--- config.mk ---
export PLATFORM = sky130hd
export DESIGN_NAME = vga_txt_addr
export DESIGN_NICKNAME = d
export VERILOG_FILES = /design/src/rtl/vga_txt_addr.sv
export SDC_FILE = /design/constraint.sdc
export NUM_CORES = 1
export LEC_CHECK = 0
export CAP_MARGIN = 15
export CORE_MARGIN = 2
export CORE_UTILIZATION = 45
export DETAILED_ROUTE_END_ITERATION = 16
export HOLD_SLACK_MARGIN = 0.08
export PLACE_DENSITY_LB_ADDON = 0.2
export SLEW_MARGIN = 20
export SYNTH_ARGS = -nofsm -noshare
export SYNTH_HDL_FRONTEND = slang
export SYNTH_SLANG_ARGS = --single-unit
--- constraint.sdc ---
create_clock -name i_clk -period 5.49 [get_ports i_clk]
set_input_delay 0.8235 -clock i_clk [delete_from_list [all_inputs] [get_ports i_clk]]
set_output_delay 0.8235 -clock i_clk [all_outputs]
set_load 0.005 [all_outputs]
--- src/rtl/vga_txt_addr.sv ---
// Text-mode character address generator: tracks column/row/scanline from the
// character tick and active-video enables, and emits text-RAM fetch addresses.
module vga_txt_addr #(
    parameter int unsigned COLS   = 64,
    parameter int unsigned ROWS   = 30,
    parameter int unsigned CHAR_H = 16,
    parameter int unsigned AW     = 11
) (
    input  logic          i_clk,
    input  logic          i_rst,
    input  logic          i_en_h,
    input  logic          i_en_v,
    input  logic          i_t_h,
    output logic [AW-1:0] o_addr,
    output logic [5:0]    o_col,
    output logic [4:0]    o_row,
    output logic [3:0]    o_line,
    output logic          o_fetch,
    output logic          o_frame_end
);

    localparam logic [5:0]    COL_LAST  = 6'(COLS - 1);
    localparam logic [4:0]    ROW_LAST  = 5'(ROWS - 1);
    localparam logic [3:0]    LINE_LAST = 4'(CHAR_H - 1);
    localparam logic [AW-1:0] ROW_STEP  = AW'(COLS);

    logic          en_h_d;
    logic          en_v_d;
    logic          h_armed;
    logic          in_line;
    logic          in_line_nxt;
    logic [5:0]    col;
    logic [5:0]    col_nxt;
    logic [4:0]    row;
    logic [4:0]    row_nxt;
    logic [3:0]    line;
    logic [3:0]    line_nxt;
    logic [AW-1:0] row_base;
    logic [AW-1:0] base_nxt;
    logic          fetch_nxt;
    logic          line_start;
    logic          line_end;
    logic          tick;

    // A line only counts once i_en_h has been seen low since reset; a reset in
    // mid-line therefore suppresses fetches until the next genuine rising edge.
    assign line_start = i_en_h & ~en_h_d & i_en_v & h_armed;
    assign line_end   = ~i_en_h & en_h_d & i_en_v & in_line;
    assign tick       = i_t_h & i_en_h & i_en_v & in_line;

    always_comb begin
        col_nxt     = col;
        row_nxt     = row;
        line_nxt    = line;
        base_nxt    = row_base;
        in_line_nxt = in_line;
        fetch_nxt   = 1'b0;
        if (!i_en_v) begin
            col_nxt     = '0;
            row_nxt     = '0;
            line_nxt    = '0;
            base_nxt    = '0;
            in_line_nxt = 1'b0;
        end else if (line_start) begin
            col_nxt     = '0;
            in_line_nxt = 1'b1;
            fetch_nxt   = 1'b1;
        end else if (tick) begin
            if (col < COL_LAST) begin
                col_nxt   = col + 6'd1;
                fetch_nxt = 1'b1;
            end
        end else if (line_end) begin
            in_line_nxt = 1'b0;
            if (line < LINE_LAST) begin
                line_nxt = line + 4'd1;
            end else begin
                line_nxt = '0;
                if (row < ROW_LAST) begin
                    row_nxt  = row + 5'd1;
                    base_nxt = row_base + ROW_STEP;
                end
            end
        end
    end

    always_ff @(posedge i_clk) begin
        if (i_rst) begin
            en_h_d      <= 1'b0;
            en_v_d      <= 1'b0;
            h_armed     <= 1'b0;
            in_line     <= 1'b0;
            col         <= '0;
            row         <= '0;
            line        <= '0;
            row_base    <= '0;
            o_addr      <= '0;
            o_fetch     <= 1'b0;
            o_frame_end <= 1'b0;
        end else begin
            en_h_d      <= i_en_h;
            en_v_d      <= i_en_v;
            h_armed     <= h_armed | ~i_en_h;
            in_line     <= in_line_nxt;
            col         <= col_nxt;
            row         <= row_nxt;
            line        <= line_nxt;
            row_base    <= base_nxt;
            o_addr      <= base_nxt + AW'(col_nxt);
            o_fetch     <= fetch_nxt;
            o_frame_end <= ~i_en_v & en_v_d;
        end
    end

    assign o_col  = col;
    assign o_row  = row;
    assign o_line = line;

endmodule
After elaboration in Yosys (flattened, before gate mapping)
Cells that the tools add are included.
{"block": "op_classes", "mux": 17, "n_eq_ne": 1, "n_lt_le_gt_ge": 3, "n_bitwise": 17, "n_addsub": 5, "n_reduce_logical": 5}
{"cell": "$mux 11", "count": 6}
{"cell": "$mux 6", "count": 4}
{"cell": "$add 11x6->11", "count": 1}
{"cell": "$add 11x7->11 const B", "count": 1}
{"cell": "$and 1x1->1", "count": 10}
{"cell": "$add 6x1->6 const B", "count": 1}
{"cell": "$lt 6x6->1 const B", "count": 1}
{"cell": "$mux 1", "count": 6}
{"cell": "$not 1->1", "count": 6}
{"cell": "$add 5x1->5 const B", "count": 1}
{"cell": "$lt 5x5->1 const B", "count": 1}
{"cell": "$reduce_and 5->1", "count": 1}
{"cell": "$add 4x1->4 const B", "count": 1}
{"cell": "$lt 4x4->1 const B", "count": 1}
{"cell": "$mux 4", "count": 1}
{"cell": "$reduce_and 3->1", "count": 1}
{"cell": "$ne 2x2->1 const B", "count": 1}
{"cell": "$reduce_and 2->1", "count": 1}
{"cell": "$reduce_bool 2->1", "count": 1}
{"cell": "$reduce_or 2->1", "count": 1}
{"cell": "$or 1x1->1", "count": 1}
{"block": "totals", "register_bits": 43}

Longest topological paths before layout
Gate-level depths: netlist (run 1).
{"block": "logic_depth", "depth_word": 9, "ltp_mapped": 13}

Worst setup path after synthesis (run 1)
OpenSTA, ideal clock, no wires.
{"block": "synth_path", "kind": "input-to-reg", "from": "input i_en_v", "to": "register o_addr[8]", "setup_time_ns": 0.121, "slack_ns": 2.147, "n_path_buf": 1, "cell_stages": 12, "arrival_time_ns": 3.222, "cell_sequence": "buf_6 > nand4_1 > a31oi_1 > nand2_1 > xor2_1 > nor2_1 > ha_1 > nor2b_1 > o31a_1 > o21a_1 > o221ai_1 > mux2_2"}
{"block": "synth_between", "word_cells_on_any_way": 14}
{"element": "start: declaration", "line_no": "12", "source": "input logic i_en_v,"}
{"element": "$and 1x1->1 (2 in series)", "line_no": "49", "source": "assign tick = i_t_h & i_en_h & i_en_v & in_line;"}
{"element": "$mux 6", "line_no": "68", "source": "end else if (tick) begin"}
{"element": "$mux 6", "line_no": "64", "source": "end else if (line_start) begin"}
{"element": "$mux 6 (*)", "line_no": "58", "source": "if (!i_en_v) begin"}
{"element": "net col_nxt[2]", "line_no": "33", "source": "logic [5:0] col_nxt;"}
{"element": "$add 11x6->11 (*)", "line_no": "109", "source": "o_addr <= base_nxt + AW'(col_nxt);"}
{"element": "end signal: assignment", "line_no": "109"}
{"element": "end: declaration", "line_no": "14", "source": "output logic [AW-1:0] o_addr,"}
The timed path passes the listed nets; every way through them passes the cells marked *.
A chain may end at the register's enable or synchronous reset.

Final worst setup path (run 1)
{"block": "layout_path", "from": "input i_en_v", "to": "register o_addr[10]"}
The elaborated chain is that of the path after synthesis.

==> impl_metrics.py, run 1 <==
metrics = {
    "run_status": {
        "status": "complete, no violations",
    },
    "yosys": {
        "syn_avg_cell_area_um2": 9.31,
        "synthAdderAreaFrac": 0.0696,
        "synth_top_family_by_area": "simple AND/OR/NAND/NOR gates",
        "syn-num-nets": 240,
        "synth-simple-area-share": 0.265,
        "ys.flop_type": "dfxtp_1",
        "synth_seq_cells": 43,
        "syn_area_um2": 2080,
        "async_flop_share": 0,
        "yosysWarnings": 0,
        "synthMuxAreaShare": 0.0372,
        "yosys.cell_types.count": 46,
        "synth_edf_count": 0,
        "syn_inst": 224,
        "synth_xor_area_frac": 0.0546,
        "synth-compound-area-share": 0.124,
        "seq_area_frac_synth": 0.413,
    },
    "cts": {
        "clock_path_buffers": 2,
        "postCtsSetupRepairBufs": 0,
        "clk_latency_ns": 0.29,
        "htree_levels": 2,
        "clk_pin_slew_ns": 0.07,
        "cts_tree": "built",
        "numClockSinks": 43,
        "cts-root-buf": "clkbuf_8",
        "hold_buffers": 0,
        "cts_buffers": 5,
        "cts_resized": 0,
    },
    "critical_path": {
        "arrival_ns": 4.39,
        "worstReg2RegEnd": "o_addr[10]",
        "crit_start": "i_en_v",
        "reg2reg_setup_slack_ns": 2.25,
        "reg2regPathDepth": 12,
        "cp_slowest_stage_delay_ns": 0.89,
        "crit_type": "in -> reg",
        "cp-endpoint": "o_addr[10]",
        "path_depth": 12,
        "critPathTopFamily": "compound AO/OA/AOI/OAI gates",
        "startpoint_type": "input pin",
        "cp_num_buf_inv": 1,
        "crit_path_top_delay_cell": "clkdlybuf4s50_1",
        "required_ns": 5.67,
        "worst_setup_path_end_kind": "register",
        "r2r-start": "o_col[0]",
        "crit_fanout": 19,
        "crit_chain": "clkdlybuf4s50_1 > nand4_1 > a31oi_1 > nand2_1 > xor2_1 > nor2_1 > ha_1 > nor2b_1 > o31a_1 > o21a_1 > o211ai_1 > mux2_2",
    },
    "final_layout": {
        "layout.nets": 271,
        "antennaDiodeCount": 0,
        "multi_input_area_um2": 1150,
        "seqCellArea_um2": 861,
        "final_common_cell": "dfxtp_1",
        "num-fill-cells": 405,
        "drive_above_1_share": 0.0551,
        "final_area_um2": 2500,
        "final_cell_mix": "dfxtp_1, clkdlybuf4s50_1, nor2_1, nand2_1",
        "post-route-util": 0.565,
        "area_growth_pct": 19.7,
    },
    "flow_run": {
        "drv_cap": 0,
    },
    "routing": {
        "vias": 1605,
        "wl_per_cell_um": 13.0,
        "drt_iter0_drc": 136,
        "vias_per_cell": 5.25,
        "ant_nets": 0,
        "drt_wl_total_mm": 3.97,
        "drc": 0,
        "dr.pass1.iters": 4,
    },
    "timing": {
        "fmax_ghz": 0.237,
        "slew_violations": 0,
        "slew_headroom": 0.429,
        "worstMarginPinSlew_ns": 0.854,
        "finalSetupViolCount": 0,
        "timing.final.crit_share": 0.767,
        "fin_crit_ns": 4.21,
        "rsz0062_at_grt": "false",
        "setup_tns_ns": 0,
        "finalHoldViolCount": 0,
        "clock_skew_ns": 0.00774,
        "holdWs_ns": 0.452,
    },
    "placed_design": {
        "dp_hpwl_mm": 2.84,
        "place_congestion": 0.758,
        "portBuffers": 32,
        "place_area_um2": 2420,
    },
    "min_path": {
        "min_path_type": "reg -> reg",
    },
    "pwr": {
        "p_per_area_nw_per_um2": 206,
        "vdd_drop_max_mv": 0.119,
        "p_leak_nw": 0.979,
    },
    "global_route": {
        "grt_util_all_layers": 0.171,
        "grt_pass1_vias": 1550,
        "grt_pass1_wl_mm": 7.05,
        "antenna_found_initial": 0,
        "grt_max_degree": 22,
        "grt-ovfl-total": 0,
    },
    "die": {
        "core-area_um2": 4410,
        "dieHeight_um": 72.1,
        "io_pins": 33,
        "fp.dieArea_um2": 5190,
        "start_util": 0.472,
        "die_w_um": 72.1,
        "num_rows": 24,
    },
}
[kinds of logic after synthesis]
| logic type | count (synthesis) |
|---|---|
| compound gates | 37 |
| xor+xnor | 13 |
| fa+ha+maj | 11 |
| buf+inv | 16 |
| flops | 43 |
| mux | 7 |
| simple gates | 97 |
[through the flow]
| stage | power [W] | cells | worst slack [ns] |
|---|---|---|---|
| finish | 0.000513 | 306 | 1.28 |
| global route | 0.000535 | 306 | 0.922 |
| CTS | 0.000524 | 306 | 1.29 |
| detailed placement | 0.000339 | 300 | 0.983 |
| global placement | 0.000339 | 300 | 1.06 |
| floorplan | 0.000333 | 224 | 2.15 |
[where the power goes]
group	switching [W]	internal (W)	total, W
combinational	0.0000112	0.00000556	0.0000168
clock	0.0000968	0.0000848	0.000182
sequential	0.00000108	0.000314	0.000315
total	0.000109	0.000404	0.000513
[final cells by class]
cell class                 instances  area share
clock buffer                       6      0.0291
inverter                           8      0.0120
multi-input combinational        165       0.460
sequential                        43       0.345
tap                               52      0.0261
timing repair buffer              32       0.128
[cells in the mapped netlist (2+ instances only)]
library cell  number  share of area
dfxtp_1           43           0.41
nor2_1            17          0.031
nand2_1           16          0.029
a21oi_1           13          0.031
and2_1            13          0.039
nor3_1            13          0.031
ha_1              10          0.060
xor2_1            10          0.042
inv_1              7          0.013
nand4_1            6          0.018
nor2b_1            6          0.018
o21ai_0            6          0.014
clkbuf_1           5         0.0090
nand3_1            5          0.012
a211oi_1           4          0.014
mux2i_1            4          0.019
or3_1              4          0.012
and3_1             3         0.0090
nor4_1             3         0.0090
xnor2_1            3          0.013
a31oi_1            2         0.0060
buf_6              2          0.011
mux2_2             2          0.011
nor3b_1            2         0.0072
o2111a_1           2          0.011
o211ai_1           2         0.0072
o21a_1             2         0.0072
[sequential cells by signal, indices dropped and copies added, names as in the netlist]
signal       cells
en_h_d           1
en_v_d           1
h_armed          1
in_line          1
o_addr          11
o_col            6
o_fetch          1
o_frame_end      1
o_line           4
o_row            5
row_base        11
[metal layers]
metal	vias up	GRT usage	wire [um]
met3	4	0.0417	125
met1	723	0.247	2080
met5	-	0	0
met2	27	0.247	1710
li1	851	-	-
met4	0	0.0629	49
[worst min path at each step]
stage | slack, ns | endpoint | depth (start not counted) | from
3_3_place_gp | 0.43 | row_base[2] | 1 | row_base[2]
4_1_cts | 0.46 | row_base[0] | 1 | row_base[0]
3_5_place_dp | 0.44 | row_base[0] | 1 | row_base[0]
2_1_floorplan | 0.42 | row_base[0] | 1 | row_base[0]
5_1_grt | 0.47 | row_base[5] | 1 | row_base[5]
6_report | 0.45 | row_base[0] | 1 | row_base[0]
Power figures use the tool's default switching activity.
==> run 2, diff against run 1 <==
==> constraint.sdc (replaced) <==
create_clock -name i_clk -period 4 [get_ports i_clk]
set_input_delay 0.6 -clock i_clk [delete_from_list [all_inputs] [get_ports i_clk]]
set_output_delay 0.6 -clock i_clk [all_outputs]
set_load 0.005 [all_outputs]
==> impl_metrics.py, run 2 (same netlist as run 1, synthesis figures left out) <==
metrics = {
    "cts": {
        "cts_tree": "built",
        "clk_latency_ns": 0.30,
        "cts_buffers": 5,
        "clk_pin_slew_ns": 0.08,
        "htree_levels": 2,
        "postCtsSetupRepairBufs": 0,
        "cts-root-buf": "clkbuf_8",
        "hold_buffers": 0,
        "cts_resized": 0,
        "clock_path_buffers": 2,
        "numClockSinks": 43,
    },
    "global_route": {
        "grt_pass1_wl_mm": 7.04,
        "grt_max_degree": 22,
        "grt_pass1_vias": 1526,
        "grt_util_all_layers": 0.173,
        "antenna_found_initial": 0,
        "grt-ovfl-total": 0,
    },
    "timing": {
        "fin_crit_ns": 3.57,
        "setup_tns_ns": 0,
        "slew_violations": 0,
        "worstMarginPinSlew_ns": 0.798,
        "clock_skew_ns": 0.00344,
        "setup_ws_ns": 0.429,
        "finalHoldViolCount": 0,
        "rsz0062_at_grt": "false",
        "finalSetupViolCount": 0,
        "fmax_ghz": 0.280,
        "timing.final.crit_share": 0.893,
        "slew_headroom": 0.466,
    },
    "critical_path": {
        "startpoint_type": "input pin",
        "reg2regPathDepth": 12,
        "arrival_ns": 3.76,
        "worst_setup_path_end_kind": "register",
        "crit_fanout": 7,
        "crit_type": "in -> reg",
        "required_ns": 4.19,
    },
    "die": {
        "fp.dieArea_um2": 5190,
        "start_util": 0.472,
        "num_rows": 24,
        "core-area_um2": 4410,
        "die_w_um": 72.1,
        "io_pins": 33,
        "dieHeight_um": 72.1,
    },
    "routing": {
        "ant_nets": 0,
        "vias_per_cell": 5.20,
        "vias": 1608,
        "wl_per_cell_um": 13.1,
        "drt_wl_total_mm": 4.05,
        "dr.pass1.iters": 4,
        "drc": 0,
        "drt_iter0_drc": 87,
    },
    "placed_design": {
        "place_congestion": 0.783,
        "dp_hpwl_mm": 2.92,
        "place_inst": 302,
        "pre_cts_ws_ns": 0.118,
        "portBuffers": 32,
    },
    "final_layout": {
        "multi_input_area_um2": 1150,
        "num-fill-cells": 403,
        "layout.nets": 273,
        "area_growth_pct": 21.2,
        "final_cell_mix": "dfxtp_1, clkdlybuf4s50_1, nor2_1, nand2_1",
        "final_common_cell": "dfxtp_1",
        "drive_above_1_share": 0.0700,
        "seqCellArea_um2": 861,
        "antennaDiodeCount": 0,
        "stdcell_count": 309,
    },
    "run_status": {
        "status": "complete, no violations",
    },
    "flow_run": {
        "drv_cap": 0,
    },
    "pwr": {
        "p_per_area_nw_per_um2": 290,
        "vdd_drop_max_mv": 0.160,
        "p_leak_nw": 0.998,
    },
    "min_path": {
        "min_path_type": "reg -> reg",
        "whs_path_depth": 1,
    },
}
[run 2: routing by layer]
metal	share of wire	up-vias	routed length, um	global-route usage
met5	0	-	0	0
met4	0.023	0	95	0.0901
met3	0.030	7	121	0.0361
met2	0.43	26	1730	0.253
met1	0.52	718	2100	0.241
li1	-	857	-	-
[run 2: stage by stage]
step	instance area, um^2	util	hold slack [ns]	power [W]
global placement	2440	0.552	0.435	0.000466
detailed placement	2440	0.552	0.439	0.000466
global route	2530	0.572	0.477	0.000763
finish	2530	0.572	0.454	0.000732
CTS	2530	0.572	0.458	0.000743
floorplan	2080	-	0.422	0.000457
[run 2: area by class of cell]
class | instances | area share
Clock buffer | 6 | 0.0327
Timing Repair Buffer | 34 | 0.133
Multi-Input combinational cell | 165 | 0.454
Clock inverter | 1 | 0.00198
Sequential cell | 43 | 0.341
Inverter | 8 | 0.0119
Tap cell | 52 | 0.0258
[run 2: final timing paths]
path	slack [ns]	endpoint	from
worst max-delay path	0.43	o_addr[8]	i_en_h
worst min register to register	0.45	row_base[2]	row_base[2]
worst max register to register	0.70	o_addr[8]	o_col[0]
worst min-delay path	0.45	row_base[2]	row_base[2]
[run 2: where the power goes]
| group | total, W | internal (W) | switching [W] |
|---|---|---|---|
| Clock | 0.000276 | 0.000135 | 0.000141 |
| Sequential | 0.000432 | 0.000430 | 0.00000149 |
| Combinational | 0.0000242 | 0.00000892 | 0.0000153 |
[run 2: critical path, stage by stage]
cell and delay [ns]:
clkdlybuf4s50_1 0.56, nand4_1 0.19, a31oi_1 0.44, nand2_1 0.13, xor2_1 0.19, nor2_1 0.08
ha_1 0.35, nor2b_1 0.17, o31a_1 0.26, o21a_1 0.22, o221ai_1 0.20, mux2_2 0.36
==> run 3, diff against run 2 <==
--- a/config.mk
+++ b/config.mk
@@ -6,12 +6,11 @@
 export NUM_CORES = 1
 export LEC_CHECK = 0
 export CAP_MARGIN = 15
-export CORE_MARGIN = 2
+export CORE_MARGIN = 4
 export CORE_UTILIZATION = 45
 export DETAILED_ROUTE_END_ITERATION = 16
 export HOLD_SLACK_MARGIN = 0.08
 export PLACE_DENSITY_LB_ADDON = 0.2
-export SLEW_MARGIN = 20
 export SYNTH_ARGS = -nofsm -noshare
 export SYNTH_HDL_FRONTEND = slang
 export SYNTH_SLANG_ARGS = --single-unit
==> impl_metrics.py, run 3 (same netlist as run 1, synthesis figures left out) <==
metrics = {
    "critical_path": {
        "critPathTopFamily": "compound AO/OA/AOI/OAI gates",
        "crit_type": "in -> reg",
        "arrival_ns": 3.77,
        "reg2regPathDepth": 12,
        "worst_setup_path_end_kind": "register",
        "path_depth": 12,
        "required_ns": 4.18,
        "cp_num_buf_inv": 1,
        "crit_fanout": 7,
        "crit_chain": "clkdlybuf4s50_1 > nand4_1 > a31oi_1 > nand2_1 > xor2_1 > nor2_1 > ha_1 > nor2b_1 > o31a_1 > o21a_1 > o211ai_1 > mux2_2",
        "crit_path_top_delay_cell": "clkdlybuf4s50_1",
        "cp_slowest_stage_delay_ns": 0.57,
        "startpoint_type": "input pin",
    },
    "placed_design": {
        "place_congestion": 0.837,
        "dp_hpwl_mm": 2.99,
        "pre_cts_ws_ns": 0.141,
        "portBuffers": 32,
    },
    "pwr": {
        "p_leak_nw": 1.00,
        "vdd_drop_max_mv": 0.140,
        "p_per_area_nw_per_um2": 297,
        "power_w": 0.000755,
    },
    "cts": {
        "clk_pin_slew_ns": 0.08,
        "clk_latency_ns": 0.29,
        "cts_buffers": 5,
        "cts-root-buf": "clkbuf_8",
        "postCtsSetupRepairBufs": 0,
        "htree_levels": 2,
        "hold_buffers": 0,
        "cts_resized": 0,
        "clock_path_buffers": 2,
        "numClockSinks": 43,
        "cts_tree": "built",
    },
    "final_layout": {
        "antennaDiodeCount": 0,
        "layout.nets": 273,
        "drive_above_1_share": 0.0698,
        "final_common_cell": "dfxtp_1",
        "final_cell_mix": "dfxtp_1, clkdlybuf4s50_1, nor2_1, nand2_1",
        "area_growth_pct": 21.8,
        "num-fill-cells": 399,
    },
    "timing": {
        "fmax_ghz": 0.279,
        "setup_tns_ns": 0,
        "clock_skew_ns": 0.00790,
        "slew_violations": 0,
        "setup_ws_ns": 0.414,
        "fin_crit_ns": 3.59,
        "rsz0062_at_grt": "false",
        "holdWs_ns": 0.451,
        "finalSetupViolCount": 0,
        "finalHoldViolCount": 0,
        "timing.final.crit_share": 0.897,
        "worstMarginPinSlew_ns": 0.786,
        "slew_headroom": 0.475,
    },
    "die": {
        "core-area_um2": 4410,
        "die_w_um": 76.1,
        "num_rows": 24,
        "dieHeight_um": 76.1,
        "io_pins": 33,
        "fp.dieArea_um2": 5790,
        "start_util": 0.472,
    },
    "min_path": {
        "min_path_type": "reg -> reg",
        "whs_path_depth": 2,
    },
    "routing": {
        "drt_iter0_drc": 104,
        "vias_per_cell": 5.38,
        "vias": 1667,
        "ant_nets": 0,
        "drt_wl_total_mm": 4.24,
        "drc": 0,
        "wl_per_cell_um": 13.7,
        "dr.pass1.iters": 4,
    },
    "global_route": {
        "grt-ovfl-total": 0,
        "grt_util_all_layers": 0.151,
        "grt_pass1_wl_mm": 7.25,
        "antenna_found_initial": 0,
        "grt_max_degree": 22,
        "grt_pass1_vias": 1522,
    },
    "run_status": {
        "status": "complete, no violations",
    },
    "flow_run": {
        "drv_cap": 0,
    },
}
==> run 3: cell types whose count changed in the layout (fill, tap and decap cells not counted) <==
cell      delta
clkbuf_8     +1
clkbuf_1     +1
clkinv_2     -1
==> run 3: path summary, 6_finish.rpt <==
| path | slack [ns] | from | endpoint |
|---|---|---|---|
| max | 0.41 | i_en_h | o_addr[10] |
| min | 0.45 | h_armed | h_armed |
| max reg2reg | 0.70 | o_col[0] | o_addr[10] |
| min reg2reg | 0.45 | h_armed | h_armed |
==> run 3: where the power goes <==
part | leakage, nW | switching [W] | total (W) | internal (W)
combinational | 0.604 | 0.0000154 | 0.0000243 | 0.00000891
clock | 0.0515 | 0.000141 | 0.000299 | 0.000158
sequential | 0.347 | 0.00000155 | 0.000432 | 0.000430
total | 1.00 | 0.000158 | 0.000755 | 0.000597
==> run 3: cell type report <==
cell class / instances / area (um^2) / share of cell area
Inverter: 8 / 30.0 / 0.0118
Timing Repair Buffer: 34 / 335 / 0.132
Multi-Input combinational cell: 165 / 1150 / 0.452
Tap cell: 52 / 65.1 / 0.0256
Clock buffer: 8 / 100 / 0.0394
Sequential cell: 43 / 861 / 0.339
==> run 3: worst min-delay path, stage by stage, from the launching register on <==
cell and delay (ns):
dfxtp_1 0.31, inv_1 0.04, a21oi_1 0.05
==> run 3: per-layer routing <==
layer,part of all wire,global-route usage
met1,0.49,0.211
met2,0.45,0.222
met3,0.039,0.0284
met4,0.015,0.0734
met5,0,0
==> run 3: metrics by stage <==
step                      instances  instance area [um^2]   util
after floorplan                 224                  2080      -
after global placement          302                  2440  0.552
after detailed placement        302                  2440  0.552
after CTS                       310                  2540  0.575
after global routing            310                  2540  0.575
final                           310                  2540  0.575
